**src/rtl/gfx_cmd_ctrl_pkg.sv**
```systemverilog
// gfx_pkg: shared opcodes, FSM states, widths and helpers for gfx_cmd_ctrl.
// Optional feature macro: GFX_CMD_CTRL_FILL_EN (adds the FILL state).
package gfx_pkg;

  localparam int SCORE_MAX = 999;
  localparam int TILE_AW   = 10;
  localparam int COLOR_W   = 3;

  typedef enum logic [3:0] {
    OP_WRITE_TILE = 4'h1,
    OP_SET_SCORE  = 4'h2,
    OP_ADD_SCORE  = 4'h3,
    OP_SET_STATE  = 4'h4,
    OP_FILL       = 4'h5
  } opcode_e;

  typedef enum logic [1:0] {
    ST_IDLE   = 2'd0,
    ST_DECODE = 2'd1,
    ST_WRITE  = 2'd2
`ifdef GFX_CMD_CTRL_FILL_EN
    ,ST_FILL  = 2'd3
`endif
  } fsm_state_e;

  typedef struct packed {
    logic [7:0] command;
    logic [7:0] db1;
    logic [7:0] db2;
  } cmd_hold_t;

  // Saturate an 11-bit score intermediate at SCORE_MAX
  function automatic logic [9:0] clamp_score(input logic [10:0] v);
    return (v > 11'(SCORE_MAX)) ? 10'(SCORE_MAX) : v[9:0];
  endfunction

endpackage

```
**src/rtl/gfx_cmd_ctrl_if.sv**
```systemverilog
// gfx_cmd_ctrl_if: command strobe, VGA read request, tile-memory port and status.
// master = command source / memory side, slave = gfx_cmd_ctrl.
interface gfx_cmd_ctrl_if;

  logic                          cmd_valid;
  logic [7:0]                    command;
  logic [7:0]                    databyte1;
  logic [7:0]                    databyte2;
  logic                          cmd_ready;
  logic                          re;
  logic [gfx_pkg::TILE_AW-1:0]   raddr;
  logic [gfx_pkg::TILE_AW-1:0]   mem_addr;
  logic [gfx_pkg::COLOR_W-1:0]   mem_wdata;
  logic                          mem_we;
  logic [9:0]                    score;
  logic [15:0]                   state;
  logic [7:0]                    drop_cnt;

  modport master (
    output cmd_valid, command, databyte1, databyte2, re, raddr,
    input  cmd_ready, mem_addr, mem_wdata, mem_we, score, state, drop_cnt
  );

  modport slave (
    input  cmd_valid, command, databyte1, databyte2, re, raddr,
    output cmd_ready, mem_addr, mem_wdata, mem_we, score, state, drop_cnt
  );

endinterface

```
**src/rtl/gfx_cmd_ctrl_tile_mem_arb.sv**
```systemverilog
// tile_mem_arb: tile-memory port mux. VGA reads always win; a pending write is
// granted only in cycles with no read request.
module tile_mem_arb
  import gfx_pkg::*;
(
  input  logic               re,
  input  logic [TILE_AW-1:0] raddr,
  input  logic               wr_req,
  input  logic [TILE_AW-1:0] wr_addr,
  input  logic [COLOR_W-1:0] wr_data,
  output logic [TILE_AW-1:0] mem_addr,
  output logic [COLOR_W-1:0] mem_wdata,
  output logic               mem_we,
  output logic               grant
);

  // Combinational read-priority mux, no added read latency
  always_comb begin
    grant     = wr_req & ~re;
    mem_we    = grant;
    mem_addr  = re ? raddr : wr_addr;
    mem_wdata = wr_data;
  end

endmodule

```
**src/rtl/gfx_cmd_ctrl.sv**
```systemverilog
// gfx_cmd_ctrl: graphics command decoder (score/state registers, tile writes).
// Optional feature macro: GFX_CMD_CTRL_FILL_EN (FILL opcode 0x5, fill counter).
//
//   state     | meaning
//   ----------+-----------------------------------------------------
//   ST_IDLE   | cmd_ready=1, capture command bytes on cmd_valid
//   ST_DECODE | execute register ops, or branch to a memory op
//   ST_WRITE  | single tile write, waits while VGA reads
//   ST_FILL   | write color to all 1024 tiles in order (FILL_EN only)
module gfx_cmd_ctrl
  import gfx_pkg::*;
(
  input  logic          clk,
  input  logic          resetB,
  gfx_cmd_ctrl_if.slave bus
);

  fsm_state_e         fsm_q, fsm_d;
  cmd_hold_t          hold_q, hold_d;
  logic [9:0]         score_q, score_d;
  logic [15:0]        state_q, state_d;
  logic [7:0]         drop_q, drop_d;

  logic               wr_req;
  logic [TILE_AW-1:0] wr_addr;
  logic [COLOR_W-1:0] wr_data;
  logic               grant;

  logic [3:0]         opc;
  logic [TILE_AW-1:0] hold_tile_addr;
  logic               unused_cmd_bit;

  assign opc            = hold_q.command[7:4];
  assign hold_tile_addr = {hold_q.db1[1:0], hold_q.db2};
  assign unused_cmd_bit = hold_q.command[3];

`ifdef GFX_CMD_CTRL_FILL_EN
  logic [TILE_AW-1:0] fill_q, fill_d;
`endif

  // FSM state register
  always_ff @(posedge clk or negedge resetB) begin
    if (!resetB) fsm_q <= ST_IDLE;
    else         fsm_q <= fsm_d;
  end

  // FSM next-state logic
  always_comb begin
    fsm_d = fsm_q;
    case (fsm_q)
      ST_IDLE:   if (bus.cmd_valid) fsm_d = ST_DECODE;
      ST_DECODE: begin
        case (opc)
          OP_WRITE_TILE: fsm_d = ST_WRITE;
`ifdef GFX_CMD_CTRL_FILL_EN
          OP_FILL:       fsm_d = ST_FILL;
`endif
          default:       fsm_d = ST_IDLE;
        endcase
      end
      ST_WRITE:  if (grant) fsm_d = ST_IDLE;
`ifdef GFX_CMD_CTRL_FILL_EN
      ST_FILL:   if (grant && (fill_q == '1)) fsm_d = ST_IDLE;
`endif
      default:   fsm_d = ST_IDLE;
    endcase
  end

  // FSM outputs: write request toward the arbiter
  always_comb begin
    wr_req  = 1'b0;
    wr_addr = hold_tile_addr;
    wr_data = hold_q.command[COLOR_W-1:0];
    case (fsm_q)
      ST_WRITE: wr_req = 1'b1;
`ifdef GFX_CMD_CTRL_FILL_EN
      ST_FILL: begin
        wr_req  = 1'b1;
        wr_addr = fill_q;
      end
`endif
      default: ;
    endcase
  end

  // Holding register, drop counter and register-type command execution
  always_comb begin
    hold_d  = hold_q;
    score_d = score_q;
    state_d = state_q;
    drop_d  = drop_q;
    if (bus.cmd_valid) begin
      if (fsm_q == ST_IDLE)     hold_d = {bus.command, bus.databyte1, bus.databyte2};
      else if (drop_q != 8'hFF) drop_d = drop_q + 8'd1;
    end
    if (fsm_q == ST_DECODE) begin
      case (opc)
        OP_SET_SCORE: score_d = clamp_score({1'b0, hold_tile_addr});
        OP_ADD_SCORE: score_d = clamp_score({1'b0, score_q} + {3'b000, hold_q.db2});
        OP_SET_STATE: state_d = {hold_q.db1, hold_q.db2};
        default: ;
      endcase
    end
  end

  // Datapath registers
  always_ff @(posedge clk or negedge resetB) begin
    if (!resetB) begin
      hold_q  <= '0;
      score_q <= '0;
      state_q <= '0;
      drop_q  <= '0;
    end else begin
      hold_q  <= hold_d;
      score_q <= score_d;
      state_q <= state_d;
      drop_q  <= drop_d;
    end
  end

`ifdef GFX_CMD_CTRL_FILL_EN
  // Fill address counter: cleared on entry, steps once per granted write
  always_comb begin
    fill_d = fill_q;
    if (fsm_q == ST_DECODE)              fill_d = '0;
    else if (fsm_q == ST_FILL && grant)  fill_d = fill_q + TILE_AW'(1);
  end

  // Fill counter register
  always_ff @(posedge clk or negedge resetB) begin
    if (!resetB) fill_q <= '0;
    else         fill_q <= fill_d;
  end
`endif

  tile_mem_arb u_arb (
    .re        (bus.re),
    .raddr     (bus.raddr),
    .wr_req    (wr_req),
    .wr_addr   (wr_addr),
    .wr_data   (wr_data),
    .mem_addr  (bus.mem_addr),
    .mem_wdata (bus.mem_wdata),
    .mem_we    (bus.mem_we),
    .grant     (grant)
  );

  assign bus.cmd_ready = (fsm_q == ST_IDLE);
  assign bus.score     = score_q;
  assign bus.state     = state_q;
  assign bus.drop_cnt  = drop_q;

endmodule

```
**src/flat_wrapper.sv**
```systemverilog
// flat-port wrapper written by rule: the top's interface ports become plain ports
module gfx_cmd_ctrl_flat import gfx_pkg::*;
  (clk, resetB, bus_cmd_valid, bus_command, bus_databyte1, bus_databyte2, bus_re, bus_raddr, bus_cmd_ready, bus_mem_addr, bus_mem_wdata, bus_mem_we, bus_score, bus_state, bus_drop_cnt);
  gfx_cmd_ctrl_if bus_i ();
  input  logic clk;
  input  logic resetB;
  input wire logic [$bits(bus_i.cmd_valid)-1:0] bus_cmd_valid;
  input wire logic [$bits(bus_i.command)-1:0] bus_command;
  input wire logic [$bits(bus_i.databyte1)-1:0] bus_databyte1;
  input wire logic [$bits(bus_i.databyte2)-1:0] bus_databyte2;
  input wire logic [$bits(bus_i.re)-1:0] bus_re;
  input wire logic [$bits(bus_i.raddr)-1:0] bus_raddr;
  output wire logic [$bits(bus_i.cmd_ready)-1:0] bus_cmd_ready;
  output wire logic [$bits(bus_i.mem_addr)-1:0] bus_mem_addr;
  output wire logic [$bits(bus_i.mem_wdata)-1:0] bus_mem_wdata;
  output wire logic [$bits(bus_i.mem_we)-1:0] bus_mem_we;
  output wire logic [$bits(bus_i.score)-1:0] bus_score;
  output wire logic [$bits(bus_i.state)-1:0] bus_state;
  output wire logic [$bits(bus_i.drop_cnt)-1:0] bus_drop_cnt;
  assign bus_i.cmd_valid = bus_cmd_valid;
  assign bus_i.command = bus_command;
  assign bus_i.databyte1 = bus_databyte1;
  assign bus_i.databyte2 = bus_databyte2;
  assign bus_i.re = bus_re;
  assign bus_i.raddr = bus_raddr;
  assign bus_cmd_ready = bus_i.cmd_ready;
  assign bus_mem_addr = bus_i.mem_addr;
  assign bus_mem_wdata = bus_i.mem_wdata;
  assign bus_mem_we = bus_i.mem_we;
  assign bus_score = bus_i.score;
  assign bus_state = bus_i.state;
  assign bus_drop_cnt = bus_i.drop_cnt;
  gfx_cmd_ctrl u_core (.clk(clk), .resetB(resetB), .bus(bus_i));
endmodule
```
**config.mk**
```make
export PLATFORM = sky130hd
export DESIGN_NAME = gfx_cmd_ctrl_flat
export DESIGN_NICKNAME = d
export VERILOG_FILES = /design/src/rtl/gfx_cmd_ctrl_pkg.sv /design/src/rtl/gfx_cmd_ctrl_if.sv /design/src/rtl/gfx_cmd_ctrl_tile_mem_arb.sv /design/src/rtl/gfx_cmd_ctrl.sv /design/src/flat_wrapper.sv
export SDC_FILE = /design/constraint.sdc
export NUM_CORES = 1
export LEC_CHECK = 0
export CAP_MARGIN = 25
export CORE_ASPECT_RATIO = 1.4
export CORE_MARGIN = 5
export CORE_UTILIZATION = 48
export CTS_BUF_LIST = sky130_fd_sc_hd__clkbuf_16
export DETAILED_ROUTE_END_ITERATION = 7
export PLACE_DENSITY_LB_ADDON = 0.15
export SYNTH_ARGS = -nofsm -noshare
export SYNTH_HDL_FRONTEND = slang
export SYNTH_SLANG_ARGS = --single-unit
```
**constraint.sdc**
```tcl
create_clock -name clk -period 2.6 [get_ports clk]
set_input_delay 0.52 -clock clk [delete_from_list [all_inputs] [get_ports clk]]
set_output_delay 0.52 -clock clk [all_outputs]
set_load 0.02 [all_outputs]
```
==> out/results.tsv, run 1 <==
metric	value	unit
status	complete, no violations	
worstPathArrival	2.05	ns
worst-slew-pin-transition	0.629	ns
cp_max_fo	15	
wl_per_cell	17.4	um
synth_seq_area_share	48.6	%
clock_skew_after_layout	0.00352	ns
avgSynthCellArea	11.3	um2
hold_buf_cts	0	
detailedPlacementHpwl	5.61	mm
yosys.cell_types.count	52	
drc	0	
worst_setup_path_endpoint	bus_mem_addr[7]	
drive_gt1_share	23.9	%
worstReg2RegStart	u_core.hold_q[0]	
groute.usage.overall	19.8	%
synth_cells	269	
worst-r2r-setup-slack	0.06	ns
finalSetupViolCount	0	
total_power_draw	0.00511	W
portBuffers	85	
synth_enable_flop_cells	0	
grt_pass1_vias	2541	
hold_class	input pin to asynchronous set/reset pin	
cp-start-kind	input pin	
place_worst_setup_slack	-0.0447	ns
power.share.switching	37.2	%
clock_power_share	22.9	%
globalRouteOverflowTotal	0	
synth_nets	317	
floorplan.core_area	6210	um2
synth_top_cells_by_area	dfrtp_1 (49%), mux2_2 (15%), ha_1 (3.7%), nand2_1 (3.1%), o21ai_0 (2.5%)	
rows	34	
detail-route-antenna-nets	0	
netlist.area_leader.share	48.6	%
cts.reportedPaths.clkPinSlew	0.05	ns
cts_tree	done	
power_switching	0.00190	W
cts_root_buffer	clkbuf_16	
io_pins	87	
clk_latency	0.33	ns
routed-via-count	2468	
max_freq	389	MHz
power_density	1160	nW/um2
htreeDepth	3	
dieHeight	104	um
num_antenna_cells	0	
maxCapViolations	0	
syn-cell-area	3040	um2
synthesis.yosys.warnings	0	
cts.path.max_buffers	2	
drt_first_pass_iters	4	
post-route-util	71.1	%
pwr-share-seq	29.3	%
initial_antenna_violation_count	0	
maxSlewViolCount	0	
flip_flop_cell_with_the_highest_count_after_synthesis	dfrtp_1	
timing_worst_setup_path_type	input pin to output port	
post-synth-top-area-cell	dfrtp_1	
viasPerCell	5.55	
setup_slack	0.0262	ns
ys_seq_elements	59	
pwr-share-comb	47.9	%
critical_path.startpoint	bus_re	
gp_congestion	0.970	
p_r_area_growth_vs_syn	45.3	%
grt_util_met1	23.6	%
ff2ff_path_depth	9	
use_met2	33.4	%
critical_path.endpoint_type	output port	
fraction_of_registers_with_async_set_reset	100	%
final-hold-violation-count	0	
initial_utilization	48.9	%
cellLeakagePower	1.96	nW
drt-initial-drc-count	115	
die_area	8040	um2
most_crowded_layer_gr	met2	
cp.required	2.08	ns
max_slew_margin	57.5	%
met3_resource_use_gr	5.03	%
finalCriticalPeriod	2.57	ns
grt_pass1_wl	12.6	mm
wirelength	7.75	mm
layout_worst_path_cycle_share	99.0	%
cts-buffers-inserted	9	
power.ir.vdd_worst	0.681	mV
design.final.nets	416	
dieWidth	77.2	um
largest_net_degree_at_the_start_of_global_routing	37	
fill_cells	457	
cts_sinks	59	
p_int	0.00321	W
worstReg2RegEnd	u_core.bus.score[3]	
stage by stage:
stage | setup TNS [ns] | hold WS, ns | instances | cell area (um2)
5_1_grt | -0.0376 | 0.238 | 445 | 4410
6_report | 0 | 0.183 | 445 | 4410
2_1_floorplan | 0 | 0.224 | 269 | 3040
4_1_cts | 0 | 0.206 | 442 | 4350
3_3_place_gp | 0 | 0.466 | 426 | 4050
3_5_place_dp | -0.0869 | 0.473 | 426 | 4050
cells in the final DEF (no fill, tap or decap), types with 3 or more instances in the layout:
cell,netlist,routed
a21o_1,3,3
a21oi_1,8,7
a31o_1,4,4
and2_1,3,3
and3_1,3,3
buf_12,0,3
buf_4,3,14
clkbuf_16,0,9
clkdlybuf4s50_1,0,78
clkinvlp_4,0,3
dfrtp_1,59,59
dlymetal6s2s_1,0,6
ha_1,9,8
inv_1,7,8
mux2_2,41,41
nand2_1,25,25
nand2b_1,4,4
nand3b_1,3,3
nor2_1,9,9
o21a_1,3,3
o21ai_0,15,15
o21ai_1,4,4
o22ai_1,6,5
o31ai_1,3,3
xnor2_1,8,7
xor2_1,3,3
cells in the mapped netlist (2+ instances only):
| library cell | n |
|---|---|
| a21o_1 | 3 |
| o21a_1 | 3 |
| xnor2_1 | 8 |
| o22a_1 | 2 |
| dfrtp_1 | 59 |
| o21ai_2 | 2 |
| and2_1 | 3 |
| mux2_2 | 41 |
| xor2_1 | 3 |
| o22ai_1 | 6 |
| a2bb2oi_1 | 2 |
| o21ai_1 | 4 |
| nand2_1 | 25 |
| and3_1 | 3 |
| a31oi_1 | 2 |
| buf_1 | 2 |
| buf_4 | 3 |
| clkbuf_1 | 7 |
| o2111ai_1 | 2 |
| and4_1 | 2 |
| or3b_4 | 2 |
| o31ai_1 | 3 |
| a21oi_1 | 8 |
| ha_1 | 9 |
| nand3_1 | 2 |
| nand2b_1 | 4 |
| nand3b_1 | 3 |
| o21ai_0 | 15 |
| inv_1 | 7 |
| nor2_1 | 9 |
| a31o_1 | 4 |
power groups by stage:
stage | sequential, W | clock (W) | combinational (W)
6_report | 0.00149 | 0.00117 | 0.00245
5_1_grt | 0.00154 | 0.00123 | 0.00263
3_3_place_gp | 0.00148 | 0 | 0.00228
2_1_floorplan | 0.00173 | 0 | 0.00112
3_5_place_dp | 0.00150 | 0 | 0.00232
4_1_cts | 0.00150 | 0.00118 | 0.00235
timing repair:
item                       in CTS  in global routing
pin swaps                       0                  5
gates cloned                    0                  0
buffers inserted                0                  3
setup endpoints to repair       2                 12
gates resized for setup         1                 13
cells by family after synthesis:
logic type	share of synthesized area (%)
XOR/XNOR	3.17
buffers and inverters	3.17
AO/OA/AOI/OAI	13.8
adder cells (fa/ha/maj)	4.37
AND/OR/NAND/NOR	11.4
multiplexers	15.5
flip-flops	48.6
registers in the layout (all words and copies together), names as in the netlist:
register             cells
u_core.hold_q           23
u_core.bus.state        16
u_core.bus.score        10
u_core.bus.drop_cnt      8
u_core.fsm_q             2
routing by layer:
layer / wire, um / vias up / share of wire, %
met2: 3980 / 82 / 51
met1: 3150 / 1196 / 41
met5: 0 / - / 0
met4: 180 / 0 / 2.3
met3: 435 / 15 / 5.6
li1: - / 1175 / -
critical path, cell delays in order:
cell and delay [ns]:
clkdlybuf4s50_1 0.51, buf_12 0.16, mux2_2 0.33, clkdlybuf4s50_1 0.54
how the worst min path moves through the flow:
stage                     depth (start not counted)                 from                     end
after floorplan                                   0               resetB  u_core.bus.drop_cnt[0]
after global placement                            2  u_core.bus.state[3]     u_core.bus.state[3]
after detailed placement                          2  u_core.bus.state[3]     u_core.bus.state[3]
after CTS                                         1               resetB    u_core.bus.state[11]
after global routing                              1               resetB    u_core.bus.state[11]
final                                             1               resetB    u_core.bus.state[11]
area by class of cell:
cell class / count / area [um2] / area share, %
Clock inverter: 7 / 70.1 / 1.59
Inverter: 7 / 26.3 / 0.595
Multi-Input combinational cell: 189 / 1500 / 34.0
Tap cell: 72 / 90.1 / 2.04
Clock buffer: 9 / 225 / 5.10
Sequential cell: 59 / 1480 / 33.5
Timing Repair Buffer: 102 / 1030 / 23.2
No activity file was read; power rests on OpenSTA's default activity.
==> run 2: changes to the inputs <==
Settings changed: CORE_MARGIN 5 to 3, CORE_UTILIZATION 48 to 51.
Clock period 2.6 ns to 3.2 ns, I/O delays scaled along.
==> run 2 against run 1 <==
Against the previous run: critical path depth unchanged; sequential share of layout area increased by 1.0 points; utilization increased by 4.9 points; combinational power decreased by 26%; clock skew increased by 0.0018 ns; hold slack improved by 0.18 ns; clock-buffer cell count unchanged; non-clock buffer count decreased by 11; final cell count decreased by 3.4%; die area decreased by 14%; sequential cell count unchanged; clock power decreased by 6%.
==> out/results.tsv, run 2 (synthesized netlist as in run 1, its figures left out) <==
metric	value	unit
status	complete, no violations	
num_antenna_cells	0	
worst_path_most_repeated_cell	clkdlybuf4s50_1	
dieHeight	97.3	um
io_pins	87	
final_cell_mix	clkdlybuf4s50_1 (84), dfrtp_1 (59), mux2_2 (41)	
viasPerCell	5.79	
detailedPlacementHpwl	5.37	mm
design.final.nets	405	
finalSetupViolCount	0	
drt_first_pass_iters	5	
routed-via-count	2490	
cts-buffers-inserted	9	
maxCapViolations	0	
drt-initial-drc-count	175	
post_cts_resized	0	
fill_cells	362	
worst_path_dominant_cell_family	buffers and inverters	
initial_antenna_violation_count	0	
clk_latency	0.32	ns
groute.usage.overall	23.1	%
initial_utilization	53.8	%
gp_congestion	0.833	
cts_tree	done	
layout_worst_path_cycle_share	89.5	%
grt_pass1_vias	2576	
maxSlewViolCount	0	
worst-slew-pin-transition	0.690	ns
critical_path.endpoint_type	output port	
finalCriticalPeriod	2.86	ns
final-hold-violation-count	0	
holdWs	0.363	ns
drive_gt1_share	19.6	%
clock_skew_after_layout	0.00527	ns
hold_buf_cts	0	
cellLeakagePower	1.85	nW
largest_net_degree_at_the_start_of_global_routing	32	
rows	32	
worstPathCellList	clkdlybuf4s50_1, buf_4, mux2_2, clkdlybuf4s50_1	
drc	0	
cts_sinks	59	
die_area	6930	um2
hold_class	input pin to asynchronous set/reset pin	
post_cts.repair.setup_buffers	0	
worstPathArrival	2.22	ns
power_density	965	nW/um2
cp_slowest_cell	clkdlybuf4s50_1	
p_r_area_growth_vs_syn	41.1	%
globalRouteOverflowTotal	0	
cp-start-kind	input pin	
regMostFlops	u_core.hold_q	
grt_pass1_wl	12.4	mm
floorplan.core_area	5650	um2
crit_buf_inv	3	
rsz0062_at_grt	no	
max_slew_margin	54.0	%
cp.required	2.56	ns
htreeDepth	3	
cts_root_buffer	clkbuf_16	
fin_tns_setup	0	ns
mostFrequentLayoutCell	clkdlybuf4s50_1	
max_freq	349	MHz
portBuffers	85	
cp_slowest_stage_delay	0.56	ns
largest_register_ff_count	23	
cts.path.max_buffers	2	
wirelength	7.58	mm
dieWidth	71.2	um
timing_worst_setup_path_type	input pin to output port	
cts.reportedPaths.clkPinSlew	0.06	ns
power.ir.vdd_worst	0.628	mV
detail-route-antenna-nets	0	
cp_max_fo	15	
wl_per_cell	17.6	um
[run 2: cell types whose count changed in the layout (fill, tap and decap cells not counted), moves of 2 or more]
cell / before / now
dlymetal6s2s_1: 6 / 0
bufinv_16: 1 / 3
buf_4: 14 / 6
clkdlybuf4s50_1: 78 / 84
buf_12: 3 / 0
clkinvlp_4: 3 / 0
[run 2: where the power goes]
group / internal (W) / switching, W
logic: 0.000891 / 0.000919
clock network: 0.000758 / 0.000341
registers: 0.000999 / 0.000228
total: 0.00265 / 0.00149
[run 2: worst paths after layout]
check / start / slack [ns] / cells after the start / endpoint
max: bus_re / 0.34 / 4 / bus_mem_addr[8]
min: resetB / 0.36 / 1 / u_core.bus.drop_cnt[0]
max reg2reg: u_core.hold_q[0] / 0.43 / 9 / u_core.bus.score[4]
min reg2reg: u_core.bus.state[3] / 0.48 / 2 / u_core.bus.state[3]
max in group asynchronous: resetB / 2.16 / 2 / u_core.bus.score[7]
min in group clk: u_core.bus.state[3] / 0.48 / 2 / u_core.bus.state[3]
[run 2: through the flow]
stage | instances | instance area, um2 | setup WS (ns) | power [W] | util [%]
6_report | 430 | 4290 | 0.337 | 0.00414 | 75.9
3_5_place_dp | 414 | 3940 | 0.339 | 0.00302 | 69.9
5_1_grt | 430 | 4290 | 0.259 | 0.00436 | 75.9
3_3_place_gp | 414 | 3940 | 0.334 | 0.00298 | 69.9
4_1_cts | 430 | 4290 | 0.329 | 0.00415 | 75.9
2_1_floorplan | 269 | 3040 | 0.695 | 0.00232 | -
[run 2: metal layers]
layer | vias up | global-route usage [%] | part of all wire, %
met3 | 13 | 4.55 | 5.8
met2 | 81 | 40.4 | 53
li1 | 1149 | - | -
met1 | 1247 | 26.3 | 39
met4 | 0 | 10.6 | 2.2
met5 | - | 0 | 0
[run 2: area by class of cell]
cell class	count	area [um2]	share of cell area (%)
clock buffer	9	225	5.26
tap	68	85.1	1.99
clock inverter	7	116	2.72
timing repair buffer	91	891	20.8
sequential	59	1480	34.5
multi-input combinational	189	1470	34.2
inverter	7	26.3	0.613
